File: config.mk
export PLATFORM = sky130hd
export DESIGN_NAME = dcache_store_arbiter_flat
export DESIGN_NICKNAME = d
export VERILOG_FILES = /design/src/rtl/dcache_store_arbiter_pkg.sv /design/src/rtl/dcache_store_arbiter_if.sv /design/src/rtl/dcache_store_arbiter_rr_select.sv /design/src/rtl/dcache_store_arbiter.sv /design/src/flat_wrapper.sv
export SDC_FILE = /design/constraint.sdc
export NUM_CORES = 1
export LEC_CHECK = 0
export CAP_MARGIN = 20
export CORE_AREA = 2 2 211 213
export CTS_CLUSTER_DIAMETER = 80
export DETAILED_ROUTE_END_ITERATION = 8
export DIE_AREA = 0 0 213 215
export GPL_TIMING_DRIVEN = 0
export PLACE_DENSITY_LB_ADDON = 0.15
export SYNTH_ARGS = -nofsm -noshare
export SYNTH_HDL_FRONTEND = slang
export SYNTH_SLANG_ARGS = --single-unit
File: constraint.sdc
create_clock -name clk_i -period 3.14 [get_ports clk_i]
set_input_delay 0.471 -clock clk_i [delete_from_list [all_inputs] [get_ports clk_i]]
set_output_delay 0.471 -clock clk_i [all_outputs]
set_load 0.005 [all_outputs]
File: src/rtl/dcache_store_arbiter_pkg.sv
// -----------------------------------------------------------------------------
// dcache_store_arbiter_pkg
// Shared types and helpers for the D$ store-port arbiter.
//   arb_state_e  : arbiter FSM state (IDLE / LOCKED)
//   DEF_*        : default configuration widths used as module defaults
//   wrap_inc()   : round-robin pointer increment with an explicit wrap compare,
//                  so non power-of-two port counts wrap correctly
// -----------------------------------------------------------------------------
package dcache_store_arbiter_pkg;

    localparam int unsigned DEF_NR_PORTS  = 3;
    localparam int unsigned DEF_PLEN      = 56;
    localparam int unsigned DEF_XLEN      = 64;
    localparam int unsigned DEF_WID_WIDTH = 1;

    typedef enum logic [0:0] {
        IDLE   = 1'b0,
        LOCKED = 1'b1
    } arb_state_e;

    // idx + 1 modulo n, written as a compare rather than bit truncation.
    function automatic int unsigned wrap_inc(input int unsigned idx, input int unsigned n);
        return (idx >= n - 1) ? 0 : idx + 1;
    endfunction

endpackage

File: src/rtl/dcache_store_arbiter_if.sv
// -----------------------------------------------------------------------------
// dcache_store_arbiter_if
// Bundles the requester-side vectors and the cache-side write request port.
//   Requester side : req_i, addr_i, wdata_i, be_i, size_i, wid_i (packed per
//                    port, port p in slice [p*W +: W]) and gnt_o (one-hot).
//   Cache side     : data_req_o + payload (addr_o, wdata_o, be_o, size_o,
//                    wid_o) and data_gnt_i.
// Handshake: a write transfers in the cycle where data_req_o and data_gnt_i are
// both high; the payload is held stable from the first cycle data_req_o rises
// until that transfer (or until the owning requester drops its req).
// Modports: slave = arbiter view, master = the environment (requesters + cache).
// -----------------------------------------------------------------------------
interface dcache_store_arbiter_if #(
    parameter int unsigned NR_PORTS  = 3,
    parameter int unsigned PLEN      = 56,
    parameter int unsigned XLEN      = 64,
    parameter int unsigned WID_WIDTH = 1
);
    logic [NR_PORTS-1:0]           req_i;
    logic [NR_PORTS*PLEN-1:0]      addr_i;
    logic [NR_PORTS*XLEN-1:0]      wdata_i;
    logic [NR_PORTS*XLEN/8-1:0]    be_i;
    logic [NR_PORTS*2-1:0]         size_i;
    logic [NR_PORTS*WID_WIDTH-1:0] wid_i;
    logic [NR_PORTS-1:0]           gnt_o;

    logic                          data_req_o;
    logic [PLEN-1:0]               addr_o;
    logic [XLEN-1:0]               wdata_o;
    logic [XLEN/8-1:0]             be_o;
    logic [1:0]                    size_o;
    logic [WID_WIDTH-1:0]          wid_o;
    logic                          data_gnt_i;

    modport slave (
        input  req_i, addr_i, wdata_i, be_i, size_i, wid_i, data_gnt_i,
        output gnt_o, data_req_o, addr_o, wdata_o, be_o, size_o, wid_o
    );

    modport master (
        output req_i, addr_i, wdata_i, be_i, size_i, wid_i, data_gnt_i,
        input  gnt_o, data_req_o, addr_o, wdata_o, be_o, size_o, wid_o
    );
endinterface

File: src/rtl/dcache_store_arbiter_rr_select.sv
// -----------------------------------------------------------------------------
// dcache_store_arbiter_rr_select
// Combinational round-robin first-one finder.
//   req_i    : request vector
//   rr_ptr_i : highest-priority index this cycle
//   winner_o : first set bit scanning rr_ptr_i, rr_ptr_i+1, ... mod NR_PORTS
//   any_o    : at least one request set
// -----------------------------------------------------------------------------
module dcache_store_arbiter_rr_select #(
    parameter int unsigned NR_PORTS = 3,
    parameter int unsigned IDX_W    = $clog2(NR_PORTS)
) (
    input  logic [NR_PORTS-1:0] req_i,
    input  logic [IDX_W-1:0]    rr_ptr_i,
    output logic [IDX_W-1:0]    winner_o,
    output logic                any_o
);
    int unsigned      idx;
    logic [IDX_W-1:0] idx_t;
    logic             found;

    assign any_o = |req_i;

    always_comb begin
        winner_o = '0;
        found    = 1'b0;
        idx      = 0;
        idx_t    = '0;
        for (int unsigned i = 0; i < NR_PORTS; i++) begin
            idx = 32'(rr_ptr_i) + i;
            if (idx >= NR_PORTS) idx = idx - NR_PORTS;
            idx_t = IDX_W'(idx);
            if (!found && req_i[idx_t]) begin
                winner_o = idx_t;
                found    = 1'b1;
            end
        end
    end
endmodule

File: src/rtl/dcache_store_arbiter.sv
// -----------------------------------------------------------------------------
// dcache_store_arbiter
// Shares one D$ write request port between NR_PORTS requesters with
// round-robin arbitration and lock-until-grant.
// Ports:
//   clk_i, rst_i  : clock, synchronous active-high reset
//   stall_i       : blocks new arbitration in IDLE; ignored while LOCKED
//   bus (slave)   : requester vectors, grant, cache request/payload/grant
//   busy_o        : lock held (state LOCKED)
//   abort_o       : one-cycle pulse, the cycle after the locked requester
//                   dropped its req without being granted
//   state_o       : FSM state (debug)
//   rr_ptr_o      : round-robin pointer (debug)
// Optional (macro DCACHE_STORE_ARB_PERF_EN):
//   perf_gnt_cnt_o      : per-port 32-bit saturating grant counters
//   perf_conflict_cnt_o : saturating count of request cycles with >1 req bit
// -----------------------------------------------------------------------------
module dcache_store_arbiter
    import dcache_store_arbiter_pkg::*;
#(
    parameter int unsigned NR_PORTS  = DEF_NR_PORTS,
    parameter int unsigned PLEN      = DEF_PLEN,
    parameter int unsigned XLEN      = DEF_XLEN,
    parameter int unsigned WID_WIDTH = DEF_WID_WIDTH,
    localparam int unsigned IDX_W    = $clog2(NR_PORTS)
) (
    input  logic                 clk_i,
    input  logic                 rst_i,
    input  logic                 stall_i,
    dcache_store_arbiter_if.slave bus,
    output logic                 busy_o,
    output logic                 abort_o,
    output arb_state_e           state_o,
    output logic [IDX_W-1:0]     rr_ptr_o
`ifdef DCACHE_STORE_ARB_PERF_EN
    ,
    output logic [NR_PORTS*32-1:0] perf_gnt_cnt_o,
    output logic [31:0]            perf_conflict_cnt_o
`endif
);
    typedef struct packed {
        logic [PLEN-1:0]      addr;
        logic [XLEN-1:0]      wdata;
        logic [XLEN/8-1:0]    be;
        logic [1:0]           size;
        logic [WID_WIDTH-1:0] wid;
    } store_arb_req_t;

    arb_state_e       state_q;
    logic [IDX_W-1:0] rr_ptr_q, lock_q, winner, sel_idx;
    logic             any_req, abort_q, data_req;
    logic [NR_PORTS-1:0] gnt;
    store_arb_req_t   port_req [NR_PORTS];
    store_arb_req_t   sel_req;

    dcache_store_arbiter_rr_select #(
        .NR_PORTS (NR_PORTS),
        .IDX_W    (IDX_W)
    ) i_rr_select (
        .req_i    (bus.req_i),
        .rr_ptr_i (rr_ptr_q),
        .winner_o (winner),
        .any_o    (any_req)
    );

    always_comb begin
        for (int unsigned i = 0; i < NR_PORTS; i++) begin
            port_req[i].addr  = bus.addr_i[i*PLEN +: PLEN];
            port_req[i].wdata = bus.wdata_i[i*XLEN +: XLEN];
            port_req[i].be    = bus.be_i[i*(XLEN/8) +: XLEN/8];
            port_req[i].size  = bus.size_i[i*2 +: 2];
            port_req[i].wid   = bus.wid_i[i*WID_WIDTH +: WID_WIDTH];
        end
    end

    // While LOCKED the owner stays selected so the payload cannot change
    // under a waiting request.
    assign sel_idx = (state_q == LOCKED) ? lock_q : winner;
    assign sel_req = port_req[sel_idx];

    // Zero-latency request path; reset forces the cache request low.
    always_comb begin
        data_req = 1'b0;
        if (!rst_i) begin
            if (state_q == LOCKED) data_req = bus.req_i[lock_q];
            else                   data_req = !stall_i && any_req;
        end
    end

    always_comb begin
        gnt = '0;
        if (data_req && bus.data_gnt_i) gnt[sel_idx] = 1'b1;
    end

    always_ff @(posedge clk_i) begin
        if (rst_i) begin
            state_q  <= IDLE;
            rr_ptr_q <= '0;
            lock_q   <= '0;
            abort_q  <= 1'b0;
        end else begin
            abort_q <= 1'b0;
            case (state_q)
                IDLE: begin
                    if (!stall_i && any_req) begin
                        if (bus.data_gnt_i) begin
                            rr_ptr_q <= IDX_W'(wrap_inc(32'(winner), NR_PORTS));
                        end else begin
                            lock_q  <= winner;
                            state_q <= LOCKED;
                        end
                    end
                end
                LOCKED: begin
                    if (!bus.req_i[lock_q]) begin
                        // Owner withdrew without a grant: drop lock, keep pointer.
                        abort_q <= 1'b1;
                        state_q <= IDLE;
                    end else if (bus.data_gnt_i) begin
                        rr_ptr_q <= IDX_W'(wrap_inc(32'(lock_q), NR_PORTS));
                        state_q  <= IDLE;
                    end
                end
                default: state_q <= IDLE;
            endcase
        end
    end

    assign bus.data_req_o = data_req;
    assign bus.gnt_o      = gnt;
    assign bus.addr_o     = sel_req.addr;
    assign bus.wdata_o    = sel_req.wdata;
    assign bus.be_o       = sel_req.be;
    assign bus.size_o     = sel_req.size;
    assign bus.wid_o      = sel_req.wid;

    assign busy_o   = (state_q == LOCKED);
    assign abort_o  = abort_q;
    assign state_o  = state_q;
    assign rr_ptr_o = rr_ptr_q;

`ifdef DCACHE_STORE_ARB_PERF_EN
    logic [31:0] perf_gnt_q [NR_PORTS];
    logic [31:0] perf_conf_q;
    logic        multi_req;

    // x & (x-1) clears the lowest set bit; non-zero means two or more set.
    assign multi_req = |(bus.req_i & (bus.req_i - NR_PORTS'(1)));

    always_ff @(posedge clk_i) begin
        if (rst_i) begin
            perf_conf_q <= '0;
            for (int unsigned i = 0; i < NR_PORTS; i++) perf_gnt_q[i] <= '0;
        end else begin
            if (data_req && multi_req && perf_conf_q != '1) perf_conf_q <= perf_conf_q + 32'd1;
            for (int unsigned i = 0; i < NR_PORTS; i++) begin
                if (gnt[i] && perf_gnt_q[i] != '1) perf_gnt_q[i] <= perf_gnt_q[i] + 32'd1;
            end
        end
    end

    for (genvar g = 0; g < NR_PORTS; g++) begin : g_perf_out
        assign perf_gnt_cnt_o[g*32 +: 32] = perf_gnt_q[g];
    end
    assign perf_conflict_cnt_o = perf_conf_q;
`endif
endmodule

File: src/flat_wrapper.sv
// flat-port wrapper written by rule: the top's interface ports become plain ports
module dcache_store_arbiter_flat import dcache_store_arbiter_pkg::*;
#(
    parameter int unsigned NR_PORTS  = DEF_NR_PORTS,
    parameter int unsigned PLEN      = DEF_PLEN,
    parameter int unsigned XLEN      = DEF_XLEN,
    parameter int unsigned WID_WIDTH = DEF_WID_WIDTH,
    localparam int unsigned IDX_W    = $clog2(NR_PORTS)
)
  (clk_i, rst_i, stall_i, busy_o, abort_o, state_o, rr_ptr_o, bus_req_i, bus_addr_i, bus_wdata_i, bus_be_i, bus_size_i, bus_wid_i, bus_data_gnt_i, bus_gnt_o, bus_data_req_o, bus_addr_o, bus_wdata_o, bus_be_o, bus_size_o, bus_wid_o);
  dcache_store_arbiter_if #(.NR_PORTS(NR_PORTS), .PLEN(PLEN), .XLEN(XLEN), .WID_WIDTH(WID_WIDTH)) bus_i ();
  input  logic clk_i;
  input  logic rst_i;
  input  logic stall_i;
  output logic busy_o;
  output logic abort_o;
  output arb_state_e state_o;
  output logic [IDX_W-1:0] rr_ptr_o;
  input wire logic [$bits(bus_i.req_i)-1:0] bus_req_i;
  input wire logic [$bits(bus_i.addr_i)-1:0] bus_addr_i;
  input wire logic [$bits(bus_i.wdata_i)-1:0] bus_wdata_i;
  input wire logic [$bits(bus_i.be_i)-1:0] bus_be_i;
  input wire logic [$bits(bus_i.size_i)-1:0] bus_size_i;
  input wire logic [$bits(bus_i.wid_i)-1:0] bus_wid_i;
  input wire logic [$bits(bus_i.data_gnt_i)-1:0] bus_data_gnt_i;
  output wire logic [$bits(bus_i.gnt_o)-1:0] bus_gnt_o;
  output wire logic [$bits(bus_i.data_req_o)-1:0] bus_data_req_o;
  output wire logic [$bits(bus_i.addr_o)-1:0] bus_addr_o;
  output wire logic [$bits(bus_i.wdata_o)-1:0] bus_wdata_o;
  output wire logic [$bits(bus_i.be_o)-1:0] bus_be_o;
  output wire logic [$bits(bus_i.size_o)-1:0] bus_size_o;
  output wire logic [$bits(bus_i.wid_o)-1:0] bus_wid_o;
  assign bus_i.req_i = bus_req_i;
  assign bus_i.addr_i = bus_addr_i;
  assign bus_i.wdata_i = bus_wdata_i;
  assign bus_i.be_i = bus_be_i;
  assign bus_i.size_i = bus_size_i;
  assign bus_i.wid_i = bus_wid_i;
  assign bus_i.data_gnt_i = bus_data_gnt_i;
  assign bus_gnt_o = bus_i.gnt_o;
  assign bus_data_req_o = bus_i.data_req_o;
  assign bus_addr_o = bus_i.addr_o;
  assign bus_wdata_o = bus_i.wdata_o;
  assign bus_be_o = bus_i.be_o;
  assign bus_size_o = bus_i.size_o;
  assign bus_wid_o = bus_i.wid_o;
  dcache_store_arbiter #(.NR_PORTS(NR_PORTS), .PLEN(PLEN), .XLEN(XLEN), .WID_WIDTH(WID_WIDTH)) u_core (.clk_i(clk_i), .rst_i(rst_i), .stall_i(stall_i), .bus(bus_i), .busy_o(busy_o), .abort_o(abort_o), .state_o(state_o), .rr_ptr_o(rr_ptr_o));
endmodule
==> results.py, run 1 <==
metrics = {
    "status": {
        "status": "complete, but fails checks",
        "failed_checks": "setup timing",
    },
    "final_layout": {
        "regArea_um2": 128,
        "multi_input_area_um2": 4140,
        "nets": 1688,
        "fill_cells": 4854,
        "area_delta_synth_final_pct": 174,
        "drive_gt1_share_pct": 27.5,
    },
    "sta": {
        "fin_setup_tns_ns": -0.00751,
        "finalSetupViolCount": 1,
        "hold_viol": 0,
        "worst_clock_skew_ns": 0.000430,
        "period_share_pct": 100,
        "slew_headroom_pct": 60.1,
        "fmax_mhz": 318,
        "rsz0062_at_grt": "yes",
        "slew_viol_final": 0,
        "tightestPinTransition_ns": 0.593,
        "fin_crit_ns": 3.15,
        "worst_slack_ns": -0.00751,
    },
    "setup_path": {
        "cp.arrival_ns": 2.68,
        "cp_slowest_cell": "dfxtp_4",
        "crit_chain": "inv_4 > ha_4 > mux2_4 > a31o_1 > a21oi_2 > nor4_4 > buf_6 > buf_12 > buf_8 > o211ai_1 > buf_2",
        "reg2reg_depth": 9,
        "worstSetupStartpoint": "u_core.rr_ptr_o[1]",
        "critPathTopFamily": "compound AO/OA/AOI/OAI gates",
        "regToRegStartpoint": "u_core.rr_ptr_o[1]",
        "critical_path_required_ns": 2.67,
        "worstSetupPathType": "reg -> out",
        "worstSetupEndpointType": "primary output",
        "cp_num_cells": 11,
        "rr_endpoint": "u_core.rr_ptr_o[0]",
        "rrSetupSlack_ns": 1.07,
        "endpoint": "bus_wdata_o[23]",
        "path_max_fanout": 10,
        "path_buf_inv": 5,
        "critPathMaxStageDelay_ns": 0.38,
        "start_kind": "flop",
    },
    "drt": {
        "wl_per_cell_um": 23.4,
        "wl_um": 43900,
        "avgViaCountPerCell": 4.42,
        "drcViolationCount": 0,
        "ant_nets": 0,
        "dr_total_vias": 8318,
        "detail_route.first_pass.iterations": 6,
        "drtIter0Drc": 361,
    },
    "power": {
        "p_leak_nw": 4.45,
        "fin_total_pwr_mw": 3.82,
        "powerDensity_nw_per_um2": 329,
        "vdd_drop_max_v": 0.000133,
    },
    "synthesis": {
        "yosysUniqueCellTypes": 41,
        "synth_edf_count": 0,
        "synth_seq_cells": 6,
        "synthArstFlopShare_pct": 0,
        "syn_area_um2": 4240,
        "yosysTopAreaCell": "a22oi_1",
        "synth-main-ff-cell": "dfxtp_1",
        "synth_top_cell_area_share_pct": 23.2,
        "yosys-top-cells-area": "a22oi_1 (23%), o211ai_1 (23%), nand3_1 (16%)",
        "ys_warn_count": 0,
        "syn_area_per_cell_um2": 6.06,
        "yosysSeqAreaShare_pct": 2.83,
        "syn-num-nets": 1104,
        "synthCells": 700,
    },
    "die": {
        "rows": 77,
        "start_util_pct": 9.72,
        "dieArea_um2": 45800,
        "core_um2": 43600,
        "dieHeight_um": 215,
        "io_pins": 540,
        "die_w_um": 213,
    },
    "global_route": {
        "grt_pass1_vias": 8577,
        "grt_max_degree": 11,
        "antenna_found_initial": 7,
        "grt_pass1_wl_um": 59800,
        "overflow": 0,
        "grt_usage_pct": 17.7,
    },
    "place": {
        "gp_congestion": 0.874,
        "io_buffers": 537,
        "hpwl_um": 34600,
    },
    "clock_network": {
        "htree_levels": 1,
        "ctsLongestPathBuffers": 2,
        "insertion_delay_ns": 0.23,
        "cts.sink_count": 6,
        "cts_buffers": 3,
        "cts-root-buf": "clkbuf_16",
        "clk_pin_slew_ns": 0.03,
        "tritoncts": "done",
        "ctsHoldBuffers": 0,
    },
    "hold_path": {
        "hp-class": "reg -> reg",
    },
    "run": {
        "drv_cap": 0,
    },
}
==> how the worst min path moves through the flow <==
stage / cells after the start / start / to / slack [ns]
final: 2 / u_core.lock_q[0] / u_core.lock_q[0] / 0.61
after CTS: 2 / u_core.lock_q[0] / u_core.lock_q[0] / 0.61
after detailed placement: 2 / u_core.rr_ptr_o[0] / u_core.rr_ptr_o[0] / 0.57
after floorplan: 2 / u_core.lock_q[0] / u_core.lock_q[0] / 0.51
after global routing: 2 / u_core.lock_q[0] / u_core.lock_q[0] / 0.68
after global placement: 2 / u_core.rr_ptr_o[0] / u_core.rr_ptr_o[0] / 0.58
==> placed cells by master, fill, tap and decap left out, drive strengths merged, types with 2 or more instances in the layout <==
cell and instances:
dlygate4sd2 13, clkdlybuf4s15 8, nand3b 2, a31oi 3
nand2 139, clkbuf 47, diode 7, nor2 6
inv 7, a22oi 131, buf 200, and3 2
o211ai 131, bufbuf 2, nand2b 6, nor3 5
a21oi 9, dlymetal6s2s 2, dfxtp 6, ha 4
nand3 134, clkdlybuf4s50 401, o21ai 5, mux2i 2
==> registers in the layout (all words and copies together), names as in the netlist <==
name and flops:
u_core.busy_o 1, u_core.lock_q 2, u_core.abort_o 1, u_core.rr_ptr_o 2
==> power by group <==
group | internal, mW | total (mW) | switching [mW] | leakage (nW)
registers | 0.0818 | 0.0910 | 0.00916 | 0.0503
logic | 1.83 | 3.52 | 1.69 | 4.36
clock network | 0.164 | 0.210 | 0.0466 | 0.0370
total | 2.07 | 3.82 | 1.75 | 4.45
==> cells in the mapped netlist, drive strengths merged (2+ instances only) <==
library cell	number
a22oi	131
mux2i	2
inv	7
nand2	139
nand2b	6
buf	61
nand3b	2
a21oi	9
o21ai	5
clkbuf	30
nor3	5
and3	2
nor2	6
a31oi	3
nand3	134
o211ai	131
dfxtp	6
ha	4
==> cells by family after synthesis <==
logic type / synth area share (%)
adders and majority gates: 1.18
and+or+nand+nor: 32.3
DFF: 2.83
AOI/OAI and AO/OA: 50.7
muxes: 0.737
buffers and inverters: 12.2
==> final cells by class <==
class / instances / share of cell area, %
Tap cell: 592 / 6.37
Clock buffer: 3 / 0.645
Antenna cell: 7 / 0.151
Sequential cell: 6 / 1.10
Timing Repair Buffer: 587 / 48.5
Buffer: 83 / 7.47
Inverter: 7 / 0.269
Multi-Input combinational cell: 596 / 35.5
==> routing by layer <==
metal	up-vias	global-route usage (%)	wire, um
li1	3922	-	-
met1	3959	19.8	16900
met2	396	32.7	22300
met3	39	4.49	3530
met4	2	4.64	1150
met5	-	0	11
==> worst register-to-register path: stages (launching register included) <==
cell and delay [ns]:
dfxtp_4 0.38, inv_4 0.05, ha_4 0.18, mux2_4 0.28, a31o_1 0.22, a21oi_2 0.22
buf_4 0.14, nor3_1 0.05, o311a_1 0.31, nor3_1 0.15
==> timing repair <==
item / CTS / global route
pin swaps: 49 / 46
buffers inserted: 31 / 11
gates cloned: 9 / 4
gates resized for setup: 650 / 148
setup endpoints to repair: 136 / 132
hold endpoints to repair: 0 / 0
==> through the flow <==
stage	util (%)	cell area, um^2	setup slack, ns	hold slack (ns)	std cells
3_3_place_gp	23.7	10400	-1.61	0.575	1829
5_1_grt	26.6	11600	-0.129	0.680	1877
3_5_place_dp	23.7	10400	-1.67	0.573	1829
6_report	26.7	11600	-0.00751	0.610	1881
2_1_floorplan	-	4240	0.481	0.514	700
4_1_cts	25.5	11100	-0.133	0.613	1869
Note: power is estimated with default switching activity, not from simulation.
==> run 2, diff against run 1 <==
--- a/config.mk
+++ b/config.mk
@@ -5,8 +5,9 @@
 export SDC_FILE = /design/constraint.sdc
 export NUM_CORES = 1
 export LEC_CHECK = 0
-export CAP_MARGIN = 20
+export CAP_MARGIN = 25
 export CORE_AREA = 2 2 211 213
+export CTS_BUF_LIST = sky130_fd_sc_hd__clkbuf_4
 export CTS_CLUSTER_DIAMETER = 80
 export DETAILED_ROUTE_END_ITERATION = 8
 export DIE_AREA = 0 0 213 215
==> run 2 against run 1 <==
The run still ends with setup timing left. Sequential share of layout area about the same. Sequential power down 0.8%. Final cell count up 1.5%. First-iteration DRC count up 30%. Clock skew up 0.0023 ns. Clock-buffer cell count unchanged. Clock power down 64%. Worst setup slack worse by 0.11 ns. Die area unchanged. Critical path type unchanged. Largest power group unchanged.
==> results.py, run 2 (synthesized netlist as in run 1, its figures left out) <==
metrics = {
    "clock_network": {
        "cts.sink_count": 6,
        "htree_levels": 1,
        "tritoncts": "done",
        "cts_buffers": 3,
        "insertion_delay_ns": 0.25,
        "ctsLongestPathBuffers": 2,
        "clk_pin_slew_ns": 0.05,
        "cts-root-buf": "clkbuf_4",
    },
    "sta": {
        "rsz0062_at_grt": "yes",
        "hold_viol": 0,
        "finalSetupViolCount": 17,
        "worst_slack_ns": -0.117,
        "fin_crit_ns": 3.26,
        "fin_setup_tns_ns": -0.561,
        "worst_clock_skew_ns": 0.00269,
        "period_share_pct": 104,
        "fmax_mhz": 307,
        "slew_headroom_pct": 59.2,
        "tightestPinTransition_ns": 0.606,
        "slew_viol_final": 0,
    },
    "die": {
        "io_pins": 540,
        "die_w_um": 213,
        "core_um2": 43600,
        "dieHeight_um": 215,
        "start_util_pct": 9.72,
        "rows": 77,
        "dieArea_um2": 45800,
    },
    "drt": {
        "drcViolationCount": 0,
        "detail_route.first_pass.iterations": 4,
        "ant_nets": 0,
        "wl_per_cell_um": 23.9,
        "wl_um": 45700,
        "avgViaCountPerCell": 4.48,
        "drtIter0Drc": 468,
        "dr_total_vias": 8557,
    },
    "final_layout": {
        "finalNonFillerCells": 1909,
        "nets": 1717,
        "area_delta_synth_final_pct": 185,
        "design_area_um2": 12100,
        "final_cell_mix": "clkdlybuf4s50_1 (403), nand2_1 (139), o211ai_1 (131), buf_2 (112), nand3_1 (100)",
        "drive_gt1_share_pct": 30.1,
        "layout_commonest_cell": "clkdlybuf4s50_1",
    },
    "global_route": {
        "grt_busiest_layer": "met2",
        "grt_usage_pct": 18.1,
        "overflow": 0,
        "use_met3_pct": 4.08,
        "grt_pass1_vias": 8684,
        "grt_pass1_wl_um": 61400,
        "grt_max_degree": 11,
        "use_met2_pct": 34.2,
        "use_met1_pct": 20.6,
        "antenna_found_initial": 7,
    },
    "power": {
        "p_leak_nw": 4.62,
        "powerDensity_nw_per_um2": 337,
        "fin_total_pwr_mw": 4.07,
        "vdd_drop_max_v": 0.000112,
    },
    "setup_path": {
        "worstSetupEndpointType": "primary output",
        "path_max_fanout": 9,
        "reg2reg_depth": 9,
        "start_kind": "flop",
        "rr_endpoint": "u_core.rr_ptr_o[0]",
        "regToRegStartpoint": "u_core.rr_ptr_o[0]",
        "rrSetupSlack_ns": 1.04,
        "critical_path_required_ns": 2.67,
        "worstSetupPathType": "reg -> out",
        "cp.arrival_ns": 2.79,
    },
    "place": {
        "gp_congestion": 0.874,
        "hpwl_um": 34600,
        "dp.cells": 1829,
        "place_area_um2": 10400,
        "io_buffers": 537,
    },
    "hold_path": {
        "hp-class": "reg -> reg",
        "hold_depth": 2,
        "min_to": "u_core.lock_q[1]",
        "min-delay-start": "u_core.lock_q[1]",
    },
    "status": {
        "failed_checks": "setup timing",
        "status": "complete, but fails checks",
    },
    "run": {
        "drv_cap": 0,
    },
}
-- run 2: cell types whose count changed in the layout (fill, tap and decap cells not counted), sizes merged --
cell and delta:
buf +46, diode -1, clkdlybuf4s15 -5, dlymetal6s2s -2, bufbuf -2, clkdlybuf4s50 +2, clkbuf +3, dlygate4sd2 -13
-- run 2: cell type report --
type | count | area (um^2)
diodes | 6 | 15.0
plain buffers | 82 | 937
clock buffers | 3 | 22.5
fillers | 4812 | 31600
inverters | 7 | 31.3
multi-input cells | 596 | 4140
flip-flops and latches | 6 | 129
well taps | 592 | 741
repair buffers | 617 | 6060
-- run 2: worst max-delay path by stage --
stage,startpoint,endpoint,cells past startpoint
2_1_floorplan,u_core.rr_ptr_o[0],bus_addr_o[10],11
3_3_place_gp,bus_req_i[0],bus_wdata_o[23],10
3_5_place_dp,u_core.busy_o,bus_wdata_o[23],8
4_1_cts,u_core.rr_ptr_o[0],bus_wdata_o[63],14
5_1_grt,u_core.rr_ptr_o[0],bus_gnt_o[0],9
6_report,u_core.rr_ptr_o[0],bus_wdata_o[55],11
-- run 2: critical path, stage by stage, from the launching register on --
cell and delay (ns):
dfxtp_4 0.36, buf_6 0.12, ha_4 0.17, mux2_4 0.28
a31o_1 0.22, a21oi_2 0.22, nor4_4 0.09, buf_12 0.17
buf_16 0.17, buf_8 0.14, o211ai_1 0.39, buf_2 0.20
-- run 2: metal layers --
metal  up-vias  wire length, um
met3        24             3660
met2       417            23700
met5         -                0
met1      4133            17600
li1       3983                -
met4         0              739
-- run 2: timing repair --
| action | 4_1_cts | 5_1_grt |
|---|---|---|
| pin swaps | 59 | 53 |
| gates cloned | 15 | 10 |
| gates resized for setup | 696 | 198 |
| buffers inserted | 41 | 22 |
| endpoints found under the setup margin | 136 | 133 |
| hold buffers | 0 | 0 |
-- run 2: power by group --
part           leakage, nW  internal (mW)  switching, mW
combinational         4.56           2.09           1.82
sequential          0.0508         0.0815        0.00881
clock               0.0138         0.0435         0.0320
total                 4.62           2.22           1.86
-- run 2: per-stage QoR --
stage	hold slack [ns]	worst slack, ns	util [%]
global route	0.608	-0.163	27.7
global placement	0.575	-1.61	23.7
detailed placement	0.573	-1.67	23.7
floorplan	0.514	0.481	-
CTS	0.615	-0.130	26.1
finish	0.577	-0.117	27.7
